**src/rtl/pcie_axi_pkg.sv**
```systemverilog
// Shared definitions for the PCIe RX 64-to-32 AXI-Stream down-converter.
//   - egress FSM state encoding
//   - ingress FIFO entry layout {last, keep[7:0], data[63:0]}
//   - legal keep constants and the keep legality check
//   - egress dword record used for the registered 32-bit outputs
package pcie_axi_pkg;

  typedef enum logic [1:0] {
    ST_IDLE     = 2'd0,
    ST_SEND_BOT = 2'd1,
    ST_SEND_TOP = 2'd2
  } egress_state_e;

  localparam int ENTRY_W  = 73;
  localparam int DATA_LSB = 0;
  localparam int DATA_MSB = 63;
  localparam int KEEP_LSB = 64;
  localparam int KEEP_MSB = 71;
  localparam int LAST_BIT = 72;

  localparam logic [7:0] KEEP_FULL = 8'hFF;
  localparam logic [7:0] KEEP_LOW  = 8'h0F;

  // One egress dword as presented on the 32-bit side.
  typedef struct packed {
    logic        last;
    logic [3:0]  keep;
    logic [31:0] data;
  } dword_t;

  // A beat is legal with all bytes enabled, or with only the lower dword on the last beat.
  function automatic logic keep_illegal(input logic [7:0] keep, input logic last);
    keep_illegal = !((keep == KEEP_FULL) || ((keep == KEEP_LOW) && last));
  endfunction

endpackage

```
**src/rtl/pcie_axi_sync_fifo.sv**
```systemverilog
// Single-clock synchronous FIFO with show-ahead read data.
//   clk, rst      : clock, synchronous active-high reset (empties the FIFO)
//   wr_en/wr_data : write request, ignored while full
//   rd_en/rd_data : pop request, ignored while empty; rd_data shows the head entry
//   full, empty   : status from extended-MSB pointers
module pcie_axi_sync_fifo #(
  parameter int DATA_WIDTH    = 73,
  parameter int ADDRESS_WIDTH = 4
) (
  input  logic                  clk,
  input  logic                  rst,
  input  logic                  wr_en,
  input  logic [DATA_WIDTH-1:0] wr_data,
  input  logic                  rd_en,
  output logic [DATA_WIDTH-1:0] rd_data,
  output logic                  full,
  output logic                  empty
);

  logic [DATA_WIDTH-1:0]  mem_r [0:(1<<ADDRESS_WIDTH)-1];
  logic [ADDRESS_WIDTH:0] wr_ptr_r;
  logic [ADDRESS_WIDTH:0] rd_ptr_r;

  // Pointers carry one extra MSB so full and empty are distinguishable when the low bits match.
  assign full    = (wr_ptr_r[ADDRESS_WIDTH] != rd_ptr_r[ADDRESS_WIDTH]) &&
                   (wr_ptr_r[ADDRESS_WIDTH-1:0] == rd_ptr_r[ADDRESS_WIDTH-1:0]);
  assign empty   = (wr_ptr_r == rd_ptr_r);
  assign rd_data = mem_r[rd_ptr_r[ADDRESS_WIDTH-1:0]];

  // Pointer update; a write into a full FIFO is dropped even when a pop happens the same cycle.
  always_ff @(posedge clk) begin
    if (rst) begin
      wr_ptr_r <= '0;
      rd_ptr_r <= '0;
    end else begin
      if (wr_en && !full) begin
        wr_ptr_r <= wr_ptr_r + (ADDRESS_WIDTH+1)'(1);
      end
      if (rd_en && !empty) begin
        rd_ptr_r <= rd_ptr_r + (ADDRESS_WIDTH+1)'(1);
      end
    end
  end

  // Storage array write.
  always_ff @(posedge clk) begin
    if (wr_en && !full) begin
      mem_r[wr_ptr_r[ADDRESS_WIDTH-1:0]] <= wr_data;
    end
  end

endmodule

```
**src/rtl/pcie_64_to_32_axi.sv**
```systemverilog
// PCIe RX width down-converter: 64-bit AXI-Stream TLP beats in, 32-bit dwords out,
// lower dword [31:0] first, upper [63:32] only when keep[7:4] is non-zero.
//   clk, rst                        : clock, synchronous active-high reset
//   i_64_data/keep/valid/last       : ingress beat; o_64_ready = FIFO not full
//   o_32_data/keep/valid/last       : registered egress dword; i_32_ready from consumer
//   o_keep_err                      : sticky illegal-keep flag, cleared only by rst
//   o_pkt_count                     : accepted dwords carrying last, wraps at 16 bits
module pcie_64_to_32_axi
  import pcie_axi_pkg::*;
#(
  parameter int FIFO_DEPTH = 4
) (
  input  logic        clk,
  input  logic        rst,
  input  logic [63:0] i_64_data,
  input  logic [7:0]  i_64_keep,
  input  logic        i_64_valid,
  input  logic        i_64_last,
  output logic        o_64_ready,
  output logic [31:0] o_32_data,
  output logic [3:0]  o_32_keep,
  output logic        o_32_valid,
  output logic        o_32_last,
  input  logic        i_32_ready,
  output logic        o_keep_err,
  output logic [15:0] o_pkt_count
);

  logic                 fifo_full_s;
  logic                 fifo_empty_s;
  logic [ENTRY_W-1:0]   fifo_rd_data_s;
  logic                 wr_en_s;
  logic                 pop_s;
  logic                 accept_s;
  logic [7:0]           rd_keep_s;
  logic                 rd_last_s;
  dword_t               next_lower_s;

  egress_state_e        state_r;
  dword_t               out_r;
  logic                 out_valid_r;
  logic [31:0]          hold_data_hi_r;
  logic [3:0]           hold_keep_hi_r;
  logic                 hold_last_r;
  logic                 keep_err_r;
  logic [15:0]          pkt_count_r;

  assign o_64_ready = !fifo_full_s;
  assign wr_en_s    = i_64_valid && !fifo_full_s;
  assign accept_s   = out_valid_r && i_32_ready;

  assign rd_keep_s  = fifo_rd_data_s[KEEP_MSB:KEEP_LSB];
  assign rd_last_s  = fifo_rd_data_s[LAST_BIT];

  assign o_32_data   = out_r.data;
  assign o_32_keep   = out_r.keep;
  assign o_32_last   = out_r.last;
  assign o_32_valid  = out_valid_r;
  assign o_keep_err  = keep_err_r;
  assign o_pkt_count = pkt_count_r;

  pcie_axi_sync_fifo #(
    .DATA_WIDTH    (ENTRY_W),
    .ADDRESS_WIDTH (FIFO_DEPTH)
  ) u_fifo (
    .clk     (clk),
    .rst     (rst),
    .wr_en   (wr_en_s),
    .wr_data ({i_64_last, i_64_keep, i_64_data}),
    .rd_en   (pop_s),
    .rd_data (fifo_rd_data_s),
    .full    (fifo_full_s),
    .empty   (fifo_empty_s)
  );

  // Lower dword of the FIFO head; it ends the TLP only if the beat has no upper dword.
  always_comb begin
    next_lower_s      = '0;
    next_lower_s.data = fifo_rd_data_s[31:0];
    next_lower_s.keep = rd_keep_s[3:0];
    next_lower_s.last = rd_last_s && (rd_keep_s[7:4] == 4'h0);
  end

  // Pop decision: refill the output register only when it is empty or its dword is leaving
  // and nothing of the current beat remains to be sent.
  always_comb begin
    pop_s = 1'b0;
    case (state_r)
      ST_IDLE: begin
        if (!fifo_empty_s) pop_s = 1'b1;
        else               pop_s = 1'b0;
      end
      ST_SEND_BOT: begin
        if (accept_s && (hold_keep_hi_r == 4'h0) && !fifo_empty_s) pop_s = 1'b1;
        else                                                       pop_s = 1'b0;
      end
      ST_SEND_TOP: begin
        if (accept_s && !fifo_empty_s) pop_s = 1'b1;
        else                           pop_s = 1'b0;
      end
      default: pop_s = 1'b0;
    endcase
  end

  // Egress FSM with hold register and registered 32-bit outputs.
  always_ff @(posedge clk) begin
    if (rst) begin
      state_r        <= ST_IDLE;
      out_r          <= '0;
      out_valid_r    <= 1'b0;
      hold_data_hi_r <= 32'h0;
      hold_keep_hi_r <= 4'h0;
      hold_last_r    <= 1'b0;
    end else if (pop_s) begin
      state_r        <= ST_SEND_BOT;
      out_r          <= next_lower_s;
      out_valid_r    <= 1'b1;
      hold_data_hi_r <= fifo_rd_data_s[DATA_MSB:32];
      hold_keep_hi_r <= rd_keep_s[7:4];
      hold_last_r    <= rd_last_s;
    end else begin
      case (state_r)
        ST_SEND_BOT: begin
          if (accept_s && (hold_keep_hi_r != 4'h0)) begin
            state_r    <= ST_SEND_TOP;
            out_r.data <= hold_data_hi_r;
            out_r.keep <= hold_keep_hi_r;
            out_r.last <= hold_last_r;
          end else if (accept_s) begin
            // FIFO empty: drop valid so the sent dword is never repeated.
            state_r     <= ST_IDLE;
            out_valid_r <= 1'b0;
            out_r.last  <= 1'b0;
          end
        end
        ST_SEND_TOP: begin
          if (accept_s) begin
            state_r     <= ST_IDLE;
            out_valid_r <= 1'b0;
            out_r.last  <= 1'b0;
          end
        end
        default: state_r <= ST_IDLE;
      endcase
    end
  end

  // Sticky flag for illegal keep patterns, evaluated on every written beat.
  always_ff @(posedge clk) begin
    if (rst) begin
      keep_err_r <= 1'b0;
    end else if (wr_en_s && keep_illegal(i_64_keep, i_64_last)) begin
      keep_err_r <= 1'b1;
    end
  end

  // Completed-TLP counter on accepted last dwords; wraps naturally.
  always_ff @(posedge clk) begin
    if (rst) begin
      pkt_count_r <= 16'h0;
    end else if (accept_s && out_r.last) begin
      pkt_count_r <= pkt_count_r + 16'h1;
    end
  end

endmodule
```
**config.mk**
```make
export PLATFORM = sky130hd
export DESIGN_NAME = pcie_64_to_32_axi
export DESIGN_NICKNAME = d
export VERILOG_FILES = /design/src/rtl/pcie_axi_pkg.sv /design/src/rtl/pcie_axi_sync_fifo.sv /design/src/rtl/pcie_64_to_32_axi.sv
export SDC_FILE = /design/constraint.sdc
export NUM_CORES = 1
export LEC_CHECK = 0
export ABC_AREA = 0
export CAP_MARGIN = 20
export CORE_ASPECT_RATIO = 0.8
export CORE_MARGIN = 2
export CORE_UTILIZATION = 50
export CTS_CLUSTER_SIZE = 12
export DETAILED_ROUTE_END_ITERATION = 12
export PLACE_DENSITY = 0.78
export REMOVE_ABC_BUFFERS = 1
export SKIP_CTS_REPAIR_TIMING = 1
export SLEW_MARGIN = 10
export SYNTH_ARGS = -nofsm -noshare
export SYNTH_HDL_FRONTEND = slang
export SYNTH_HIERARCHICAL = 1
export SYNTH_SLANG_ARGS = --single-unit
```
**constraint.sdc**
```tcl
create_clock -name clk -period 5.8 [get_ports clk]
set_input_delay 1.16 -clock clk [delete_from_list [all_inputs] [get_ports clk]]
set_output_delay 1.16 -clock clk [all_outputs]
set_load 0.1 [all_outputs]
```
# [Word-level counts from Yosys, hierarchy flattened]
# Memories as Yosys holds them, arrays and structs flattened. A register that Yosys moved wholly into a read port is not among the register bits.
# Cells that the tools add are included.
[op_classes] n_addsub=3 n_eq_ne=8 n_mux=22 n_reduce_logical=27
[ops] op="2-to-1 mux 36 bit" count=2
[ops] op="2-to-1 mux 37 bit" count=1
[ops] op="adder 16 x 1 -> 16 bit (second input constant)" count=1
[ops] op="logical AND 1 bit" count=13
[ops] op="2-to-1 mux 1 bit" count=11
[ops] op="adder 5 x 1 -> 5 bit (second input constant)" count=2
[ops] op="== test 8 x 4 -> 1 bit (second input constant)" count=1
[ops] op="== test 8 bit (second input constant)" count=1
[ops] op="logical NOT 4 bit" count=2
[ops] op="2-to-1 mux 4 bit" count=2
[ops] op="== test 5 bit" count=1
[ops] op="== test 4 bit" count=1
[ops] op="2-to-1 mux 2 bit" count=2
[ops] op="one-hot mux 1 bit (2 select lines)" count=2
[ops] op="one-hot mux 2 bit (2 select lines)" count=1
[ops] op="AND reduction 2 bit" count=2
[ops] op="nonzero test 2 bit" count=2
[ops] op="nonzero test 4 bit" count=1
[ops] op="logical NOT 1 bit" count=3
[ops] op="!= test 3 x 2 -> 1 bit (second input constant)" count=1
[ops] op="one-hot mux 1 bit (3 select lines)" count=1
[ops] op="nonzero test 3 bit" count=1
[ops] op="== test 2 x 1 -> 1 bit (second input constant)" count=1
[ops] op="== test 2 bit (second input constant)" count=1
[ops] op="4 further kinds" count=4
[totals] register_bits=104 mem_bits_rw=1168 inputBits=77 output_inout_bits=56 mem_count=1
[mem_list] name="u_fifo.mem_r" words=16 word_bits=73 rd=1 rd_ports_with_merged_regs=1 write_ports=1 line="pcie_axi_sync_fifo.sv:20" text="logic [DATA_WIDTH-1:0] mem_r [0:(1<<ADDRESS_WIDTH)-1];"

# [Logic depth before layout (Yosys ltp)]
# Gate-level depths: netlist of the first run.
[logic_depth] word_depth=8 depth_mapped=10

# [By module]
# The synthesis of the first run kept the hierarchy.
[by_module_without_submodules] module="pcie_axi_sync_fifo" n_inst=1 cells_each=1716 area_per_inst_um2=44654.1 seq_area_each_um2=35353.9
[by_module_without_submodules] module="pcie_64_to_32_axi" n_inst=1 cells_each=466 area_per_inst_um2=4005.1 seq_area_each_um2=1881.8

# [Worst setup path before layout of the first run]
# No wires, ideal clock.
[synth_timing] kind="input to register" startpoint="input port i_64_valid" endpoint="register u_fifo.wr_ptr_r[4]" setup_ns=0.076 t_arrival_ns=5.822 required_ns=5.724 slack_ns=-0.098 cell_stages=4 path_cell_list="nor2b_1 nand3_1 a21oi_1 mux2_2"
[synth_between] elab_chain_cells=2
[synth_rtl] item="start, declared" line="pcie_64_to_32_axi.sv:17" text="input logic i_64_valid,"
[synth_rtl] item="logical AND 1 bit" line="pcie_64_to_32_axi.sv:49" text="assign wr_en_s = i_64_valid && !fifo_full_s;"
[synth_rtl] item="logical AND 1 bit" line="pcie_axi_sync_fifo.sv:36" text="if (wr_en && !full) begin"
[synth_rtl] item="end signal, assigned" line="pcie_axi_sync_fifo.sv:37" text="wr_ptr_r <= wr_ptr_r + (ADDRESS_WIDTH+1)'(1);"
[synth_rtl] item="end, declared" line="pcie_axi_sync_fifo.sv:21" text="logic [ADDRESS_WIDTH:0] wr_ptr_r;"
# No other way between the ends.
# A chain may end at the register's enable or synchronous reset.

# [Worst setup path after layout of the first run]
[layout_timing] startpoint="register u_fifo.wr_ptr_r[4]" endpoint="output port o_64_ready"
[layout_between] elab_chain_cells=3
[layout_rtl] item="!= test 1 bit" line="pcie_axi_sync_fifo.sv:25" text="assign full = (wr_ptr_r[ADDRESS_WIDTH] != rd_ptr_r[ADDRESS_WIDTH]) &&"
[layout_rtl] item="logical AND 1 bit" line="pcie_axi_sync_fifo.sv:25"
[layout_rtl] item="via fifo_full_s" line="pcie_64_to_32_axi.sv:29" text="logic fifo_full_s;"
[layout_rtl] item="logical NOT 1 bit" line="pcie_64_to_32_axi.sv:48" text="assign o_64_ready = !fifo_full_s;"
[layout_rtl] item="end, declared" line="pcie_64_to_32_axi.sv:19" text="output logic o_64_ready,"
# The timed path passes the listed nets, and every way through them passes these cells.

==> qor.yml, run 1 <==
outcome:
  outcome: "finished, final reports clean"
sta:
  rsz0062_at_grt: "false"
  slew_headroom_pct: 26.99
  hold_ws_ns: 0.4509
  max_freq_mhz: 240.7
  hold_viol: 0
  setup_violations: 0
  finalSetupTns_ns: 0
  tightest_slew_ns: 1.095
  clock-skew-final_ns: 0.04413
  period_needed_ns: 4.155
  period_share_pct: 71.64
  slew_violations: 0
clock_network:
  path_clk_slew_ns: 0.06
  cts_tree: "yes"
  cts_buffers: 119
  clk_path_buf_depth: 3
  ctsRootBufferMaster: "clkbuf_16"
  cts_sinks: 1276
  cts_htree_levels: 3
  clk_latency_ns: 0.70
finish:
  layout_common_cells: "1168 x edfxtp_1, 365 x mux4_2, 131 x clkdlybuf4s50_1, 120 x clkbuf_16, 104 x dfxtp_1"
  area_growth_pct: 13.12
  final_cells: 3765
  layout-drive-gt1-share_pct: 23.55
  finish.utilization_pct: 56.98
  final_common_cell: "edfxtp_1"
  fin_nets: 2449
critical_path:
  crit_buf_inv: 2
  start_kind: "flop"
  crit_family: "buffers and inverters"
  arrival_ns: 2.99
  path_max_fanout: 6
  slowest_delay_ns: 1.16
  endpoint_kind: "primary output"
  worstPathRequired_ns: 4.64
  crit_type: "reg -> out"
  cp_num_cells: 4
  path_cells: "xnor2_1 -> nor2_1 -> inv_1 -> clkdlybuf4s50_1"
  reg2regPathDepth: 6
  critPathSlowestCell: "clkdlybuf4s50_1"
global_routing:
  grt_usage_pct: 22.01
  overflow: 0
  antenna_found_initial: 7
  grt_pass1_wl_um: 162400
  grt_pass1_vias: 24300
  grt_max_degree: 94
route:
  wire_per_inst_um: 28.95
  drt_first_pass_iters: 5
  drc: 0
  final_antenna_net_count: 0
  via_per_inst: 6.239
  routed_wl_um: 109000
  drt-initial-drc-count: 2961
  via_count: 23490
place:
  hpwl_um: 58710
  post-place-cells: 3540
  place.gp.congestion: 0.7720
  port_buffers: 132
pwr:
  vdd_drop_max_v: 0.0003855
  power_leakage_uw: 0.01663
  power.total_uw: 22370
  powerDensity_mw_per_mm2: 406.4
die:
  core_mm2: 0.09661
  fp.dieH_um: 283.0
  num_rows: 102
  die_area_mm2: 0.09985
  num_io_pins: 133
  die_w_um: 352.8
  start_util_pct: 50.37
job:
  cap_violations: 0
yosys:
  ys_ff_latch: 1276
  synth_warnings: 6
  synthesis.instances: 2182
  yosysSeqAreaShare_pct: 76.52
  synth_cell_types: 51
  synthesis.area_mm2: 0.04866
  postSynthAreaPerCell_um2: 22.30
worst_hold_path:
  hp-class: "reg -> reg"
  hold_path_depth: 2
## per-layer routing
| metal | global-route usage (%) | up-vias | part of all wire, % |
|---|---|---|---|
| met4 | 5.620 | 8 | 2.1 |
| met3 | 5.063 | 195 | 9.3 |
| li1 | - | 9522 | - |
| met5 | 0 | - | 0.042 |
| met1 | 31.16 | 12530 | 40 |
| met2 | 35.01 | 1239 | 49 |
## logic make-up after synthesis
logic type,share of synthesized area (%)
adders and majority gates,0.2571
xor gates and xnor gates,0.2700
buffers and inverters,1.466
and+or+nand+nor,2.129
DFF,76.52
AOI/OAI and AO/OA,1.576
muxes,17.78
## power breakdown
part	internal (uW)	switching [uW]
Clock	3910	3230
Combinational	1970	2610
Sequential	10400	295
## layout make-up
| class | count | area, um2 |
|---|---|---|
| clock buffer | 211 | 3374 |
| multi-input combinational | 773 | 10810 |
| antenna | 2 | 5.005 |
| tap | 1300 | 1627 |
| fill | 6732 | 41560 |
| clock inverter | 11 | 116.4 |
| inverter | 17 | 63.81 |
| sequential | 1276 | 37250 |
| timing repair buffer | 175 | 1799 |
## synthesized netlist by cell type, drive strengths merged
library cell	n	area, um2
or3	4	25.02
a31oi	1	6.260
a2111oi	1	8.760
dfxtp	108	2162
and2	2	12.51
a311o	4	40.04
o21ai	6	30.02
nand2	92	345.3
or4	2	18.77
mux2	8	90.09
a211o	1	8.760
o211ai	2	15.01
o31ai	1	7.510
nand3	12	65.06
ha	10	125.1
xnor2	8	70.07
a21oi	52	260.3
xor2	7	61.31
o32ai	1	8.760
clkbuf	55	206.5
or2	1	6.260
and4	4	35.03
a21boi	2	18.77
nor2b	6	37.54
mux4	365	8220
nor3b	1	7.510
buf	61	442.9
nor3	2	10.01
nor4	4	37.53
nand4	12	75.07
mux2i	34	340.3
o2111ai	2	17.52
a211oi	37	277.8
a311oi	4	35.03
clkinv	1	3.750
nor2	61	229.0
inv	16	60.05
a31o	2	17.52
o221ai	1	15.01
edfxtp	1168	35070
nand2b	2	12.51
and3	19	118.9
## sequential cells by signal (all words and copies together) (netlist names), named ones only
register and flops:
o_32_data 32, hold_last_r 1, hold_keep_hi_r 4, hold_data_hi_r 32, u_fifo/rd_ptr_r 5, o_32_last 1
o_32_keep 4, o_32_valid 1, o_pkt_count 16, u_fifo/mem_r 1168, u_fifo/wr_ptr_r 5, state_r 2
o_keep_err 1
## worst reg2reg max path: stages, from the launching register on
cell	delay [ns]
dfxtp_1	0.36
xnor2_1	0.42
nor2_1	0.20
nor2b_1	0.51
a21boi_2	0.71
and3_4	0.94
buf_4	0.44
## worst paths after layout
check / startpoint / to / slack [ns]
max: u_fifo/wr_ptr_r[4]$_SDFFE_PP0P_ / o_64_ready / 1.65
min: o_keep_err$_SDFFE_PP0P_ / o_keep_err$_SDFFE_PP0P_ / 0.45
max reg2reg: u_fifo/wr_ptr_r[4]$_SDFFE_PP0P_ / u_fifo/mem_r[7][62]$_DFFE_PP_ / 1.86
min reg2reg: o_keep_err$_SDFFE_PP0P_ / o_keep_err$_SDFFE_PP0P_ / 0.45
## through the flow
step	worst slack [ns]	cell area, um2
after floorplan	-7.842	48010
final	1.645	55050
after CTS	1.617	55010
after detailed placement	1.369	51520
after global placement	1.507	51500
after global routing	1.461	55040
Note: power is estimated with default switching activity, not from simulation.
==> run 2: changes to the inputs <==
- clock period: 5.8 -> 3.56 ns (I/O delays scaled with it)
==> qor.yml, run 2 (synthesized netlist as in run 1, its figures left out) <==
critical_path:
  path_cells: "clkdlybuf4s50_1"
  worstPathRequired_ns: 2.85  # -1.79 ns
  critPathSlowestCell: "clkdlybuf4s50_1"
  arrival_ns: 2.34  # -0.65 ns
  start_kind: "flop"
  crit_buf_inv: 1  # -1
  path_max_fanout: 7  # +1
  slowest_delay_ns: 1.19  # +0.03 ns
  crit_type: "reg -> out"
  crit_family: "buffers and inverters"
  endpoint_kind: "primary output"
clock_network:
  cts_buffers: 121  # +1.7%
  ctsRootBufferMaster: "clkbuf_16"
  path_clk_slew_ns: 0.06  # about the same
  cts_htree_levels: 3  # unchanged
  clk_latency_ns: 0.70  # about the same
  cts_sinks: 1276  # unchanged
  clk_path_buf_depth: 3  # unchanged
  cts_tree: "yes"
global_routing:
  grt_max_degree: 113  # +20%
  grt_pass1_wl_um: 164600  # +1.4%
  antenna_found_initial: 5  # -2
  grt_usage_pct: 22.15  # +0.14 points
  overflow: 0  # unchanged
  grt_pass1_vias: 24860  # +2.3%
sta:
  period_needed_ns: 3.055
  hold_viol: 0  # unchanged
  slew_violations: 0  # unchanged
  setup_violations: 0  # unchanged
  period_share_pct: 85.80
  rsz0062_at_grt: "false"
  clock-skew-final_ns: 0.02350  # -0.02062 ns
  tightest_slew_ns: 1.027  # -0.06789 ns
  max_freq_mhz: 327.4
  slew_headroom_pct: 31.30  # +4.3 points
  setup_ws_ns: 0.5055  # -1.140 ns
  hold_ws_ns: 0.3850  # -0.06590 ns
die:
  start_util_pct: 50.37  # unchanged
  core_mm2: 0.09661  # unchanged
  fp.dieH_um: 283.0  # unchanged
  die_area_mm2: 0.09985  # unchanged
  num_rows: 102  # unchanged
  die_w_um: 352.8  # unchanged
  num_io_pins: 133  # unchanged
worst_hold_path:
  hp-class: "in -> reg"
route:
  wire_per_inst_um: 29.06  # +0.38%
  drc: 0  # unchanged
  via_count: 23600  # +0.46%
  final_antenna_net_count: 0  # unchanged
  routed_wl_um: 110300  # +1.2%
  drt-initial-drc-count: 2782  # -6.0%
  via_per_inst: 6.216  # -0.36%
  drt_first_pass_iters: 6  # +1
finish:
  area_growth_pct: 14.71
  final_cells: 3796  # +0.82%
  layout_common_cells: "1168 x edfxtp_1, 365 x mux4_2, 124 x clkbuf_16, 121 x clkdlybuf4s50_1, 104 x dfxtp_1"
  largest_reg_flops: 1168  # unchanged
  finish.utilization_pct: 57.78  # +0.80 points
  fill_cells: 6666  # -0.98%
  final_common_cell: "edfxtp_1"
  finish.instance_area_mm2: 0.05582  # +1.4%
  layout-drive-gt1-share_pct: 25.11  # +1.6 points
  fin_nets: 2476  # +1.1%
job:
  cap_violations: 0  # unchanged
place:
  port_buffers: 132  # unchanged
  post-place-ws_ns: 0.7130  # -0.6556 ns
  place.gp.congestion: 0.7797  # +1.0%
  post-place-cells: 3566  # +0.73%
  hpwl_um: 59320  # +1.0%
  postPlaceCellArea_mm2: 0.05211  # +1.1%
pwr:
  power_leakage_uw: 0.01697  # +2.1%
  powerDensity_mw_per_mm2: 663.3  # +63%
  vdd_drop_max_v: 0.0005051  # +31%
outcome:
  outcome: "finished, final reports clean"
run 2: worst paths after layout:
check | startpoint | end | slack [ns] | cells past startpoint
worst max-delay path | o_32_last$_SDFFE_PP0P_ | o_32_last | 0.51 | 1
worst min-delay path | rst | o_pkt_count[4]$_SDFFE_PP0P_ | 0.39 | 2
worst max register to register | flop | o_32_data[8]$_SDFFE_PP0P_ | 0.75 | 5
worst min register to register | hold_data_hi_r[18]$_SDFFE_PP0P_ | hold_data_hi_r[18]$_SDFFE_PP0P_ | 0.46 | 2
run 2: through the flow:
step | TNS [ns] | power (uW)
floorplan | -1151.50 | 22530
global placement | 0 | 24980
detailed placement | 0 | 25150
CTS | 0 | 37270
global route | 0 | 38230
finish | 0 | 37020
run 2: power breakdown:
part | leakage (uW) | internal (uW) | switching, uW | total (uW)
clock network | 0.00177 | 6840 | 5340 | 12200
logic | 0.00376 | 3270 | 4270 | 7540
registers | 0.0114 | 16900 | 439 | 17300
run 2: cell type report:
| class | count | area (um2) | area share [%] |
|---|---|---|---|
| inverter | 17 | 63.81 | 0.1143 |
| clock buffer | 216 | 3548 | 6.357 |
| timing repair buffer | 200 | 2355 | 4.219 |
| sequential | 1276 | 37250 | 66.74 |
| tap | 1300 | 1627 | 2.914 |
| multi-input combinational | 773 | 10810 | 19.37 |
| antenna | 3 | 7.507 | 0.01345 |
| clock inverter | 11 | 156.4 | 0.2802 |
run 2: metal layers:
metal  vias to the layer above  track usage [%]  share of wire (%)
li1                       9593                -                  -
met4                         6            5.427                2.0
met1                     12520            31.16                 39
met5                         -                0              0.040
met3                       186            4.277                9.2
met2                      1288            36.18                 49
==> run 3: changes to the inputs <==
- REMOVE_ABC_BUFFERS: 1 -> default
==> qor.yml, run 3 (synthesized netlist as in run 1, its figures left out) <==
sta:
  max_freq_mhz: 319.7  # -2.4%
  finalSetupTns_ns: 0  # unchanged
  clock-skew-final_ns: 0.04525  # +0.02175 ns
  hold_ws_ns: 0.4588  # +0.07384 ns
  slew_headroom_pct: 33.65  # +2.3 points
  period_needed_ns: 3.128  # +0.07369 ns
  tightest_slew_ns: 0.9922  # -0.03510 ns
  period_share_pct: 87.87  # +2.1 points
  rsz0062_at_grt: "false"
  hold_viol: 0  # unchanged
  slew_violations: 0  # unchanged
  setup_violations: 0  # unchanged
route:
  drc: 0  # unchanged
  drt_first_pass_iters: 7  # +1
  via_count: 24200  # +2.5%
  final_antenna_net_count: 0  # unchanged
  wire_per_inst_um: 31.52  # +8.5%
  routed_wl_um: 120000  # +8.8%
  drt-initial-drc-count: 3046  # +9.5%
  via_per_inst: 6.353  # +2.2%
critical_path:
  start_kind: "flop"
  arrival_ns: 3.67  # +1.33 ns
  slowest_delay_ns: 0.91  # -0.28 ns
  critPathMostFrequentCell: "mux4_2"
  critPathSlowestCell: "dfxtp_4"
  path_cells: "buf_12 -> mux4_2 -> mux4_2 -> nor2_1 -> a211oi_1"
  crit_type: "reg -> reg"
  crit_family: "multiplexers"
  path_max_fanout: 31  # +24
  endpoint_kind: "flop"
  crit_buf_inv: 1  # unchanged
  worstPathRequired_ns: 4.11  # +1.26 ns
global_routing:
  grt_max_degree: 113  # unchanged
  use_met1_pct: 32.74  # +1.6 points
  grt_busiest_layer: "met2"
  use_met2_pct: 37.56  # +1.4 points
  grtUsageMet3_pct: 8.271  # +4.0 points
  antenna_found_initial: 11  # +6
  grt_pass1_wl_um: 173700  # +5.5%
  grt_pass1_vias: 24480  # -1.5%
  grt_usage_pct: 24.12  # +2.0 points
  overflow: 0  # unchanged
clock_network:
  cts_sinks: 1276  # unchanged
  ctsRootBufferMaster: "clkbuf_16"
  cts_htree_levels: 3  # unchanged
  clk_latency_ns: 0.73  # +0.03 ns
  path_clk_slew_ns: 0.06  # about the same
  cts_buffers: 119  # -1.7%
  clk_path_buf_depth: 3  # unchanged
  cts_tree: "yes"
place:
  hpwl_um: 69180  # +17%
  port_buffers: 132  # unchanged
  place.gp.congestion: 0.8170  # +4.8%
  postPlaceCellArea_mm2: 0.05233  # +0.44%
finish:
  largest_reg_flops: 1168  # unchanged
  fin_nets: 2498  # +0.89%
  layout-drive-gt1-share_pct: 26.70  # +1.6 points
  finish.instance_area_mm2: 0.05586  # about the same
  area_growth_pct: 14.81  # about the same
  layout_common_cells: "1168 x edfxtp_1, 365 x mux4_2, 120 x clkbuf_16, 104 x dfxtp_1, 92 x nand2_1"
  final_common_cell: "edfxtp_1"
pwr:
  combPwrFrac_pct: 20.9  # +0.5 points
  powerDensity_mw_per_mm2: 662.9  # about the same
  p_int_uw: 26610  # -1.4%
  p_seq_share_pct: 47.4  # +0.6 points
  swShare_pct: 28.14  # +1.0 points
  power_leakage_uw: 0.01709  # +0.70%
  power.switching_uw: 10420  # +3.8%
  clkPwrFrac_pct: 31.7  # -1.2 points
  vdd_drop_max_v: 0.0007329  # +45%
outcome:
  outcome: "finished, final reports clean"
die:
  die_w_um: 352.8  # unchanged
  fp.dieH_um: 283.0  # unchanged
  die_area_mm2: 0.09985  # unchanged
  start_util_pct: 50.37  # unchanged
  num_rows: 102  # unchanged
  core_mm2: 0.09661  # unchanged
  num_io_pins: 133  # unchanged
yosys:
  synth_nets: 2269
job:
  cap_violations: 0  # unchanged
worst_hold_path:
  worstHoldStart: "hold_data_hi_r[29]$_SDFFE_PP0P_"
  hp-class: "reg -> reg"
==> run 3: cell type report <==
| cell class | instances | area [um2] |
|---|---|---|
| repair buffers | 224 | 2585 |
| fillers | 6662 | 40750 |
| multi-input cells | 773 | 10810 |
| diodes | 3 | 7.507 |
| well taps | 1300 | 1627 |
| clock buffers | 206 | 3376 |
| inverters | 17 | 63.81 |
| flip-flops and latches | 1276 | 37250 |
| clock inverters | 10 | 147.6 |
==> run 3: metal layers <==
| metal | part of all wire [%] | vias to the layer above | wire length, um |
|---|---|---|---|
| li1 | - | 9620 | - |
| met1 | 37 | 12760 | 44720 |
| met2 | 48 | 1557 | 57190 |
| met3 | 12 | 246 | 14800 |
| met4 | 2.7 | 12 | 3262 |
| met5 | 0.067 | - | 80 |
==> run 3: stage by stage <==
step / instances / total power, uW / util [%] / setup WS, ns
after global placement: 3590 / 25320 / 54.17 / 0.3509
final: 3809 / 37030 / 57.83 / 0.4318
after CTS: 3806 / 37210 / 57.82 / 0.4728
after global routing: 3809 / 38170 / 57.83 / 0.3479
after floorplan: 2182 / 23200 / - / 0.4610
after detailed placement: 3590 / 25490 / 54.17 / 0.3176
==> run 3: final timing paths <==
kind	to	slack (ns)	cells after the start
worst min register to register	hold_data_hi_r[29]$_SDFFE_PP0P_	0.46	2
worst max-delay path	o_32_data[30]$_SDFFE_PP0P_	0.43	5
worst max register to register	o_32_data[30]$_SDFFE_PP0P_	0.43	5
worst min-delay path	hold_data_hi_r[29]$_SDFFE_PP0P_	0.46	2
==> run 3: power groups by stage <==
| stage | Clock, uW | Combinational (uW) | Sequential [uW] |
|---|---|---|---|
| after CTS | 11900 | 7780 | 17500 |
| after detailed placement | 0 | 7670 | 17800 |
| after global placement | 0 | 7540 | 17800 |
| after floorplan | 0 | 4840 | 18400 |
| final | 11700 | 7740 | 17500 |
| after global routing | 12400 | 8160 | 17600 |
==> run 3: worst reg2reg max path, delay by kind of cell (launching register included) <==
family / cells / cell delay, ns
mux: 2 / 1.19
flops: 1 / 0.91
simple gates: 1 / 0.43
buf+inv: 1 / 0.35
compound gates: 1 / 0.11
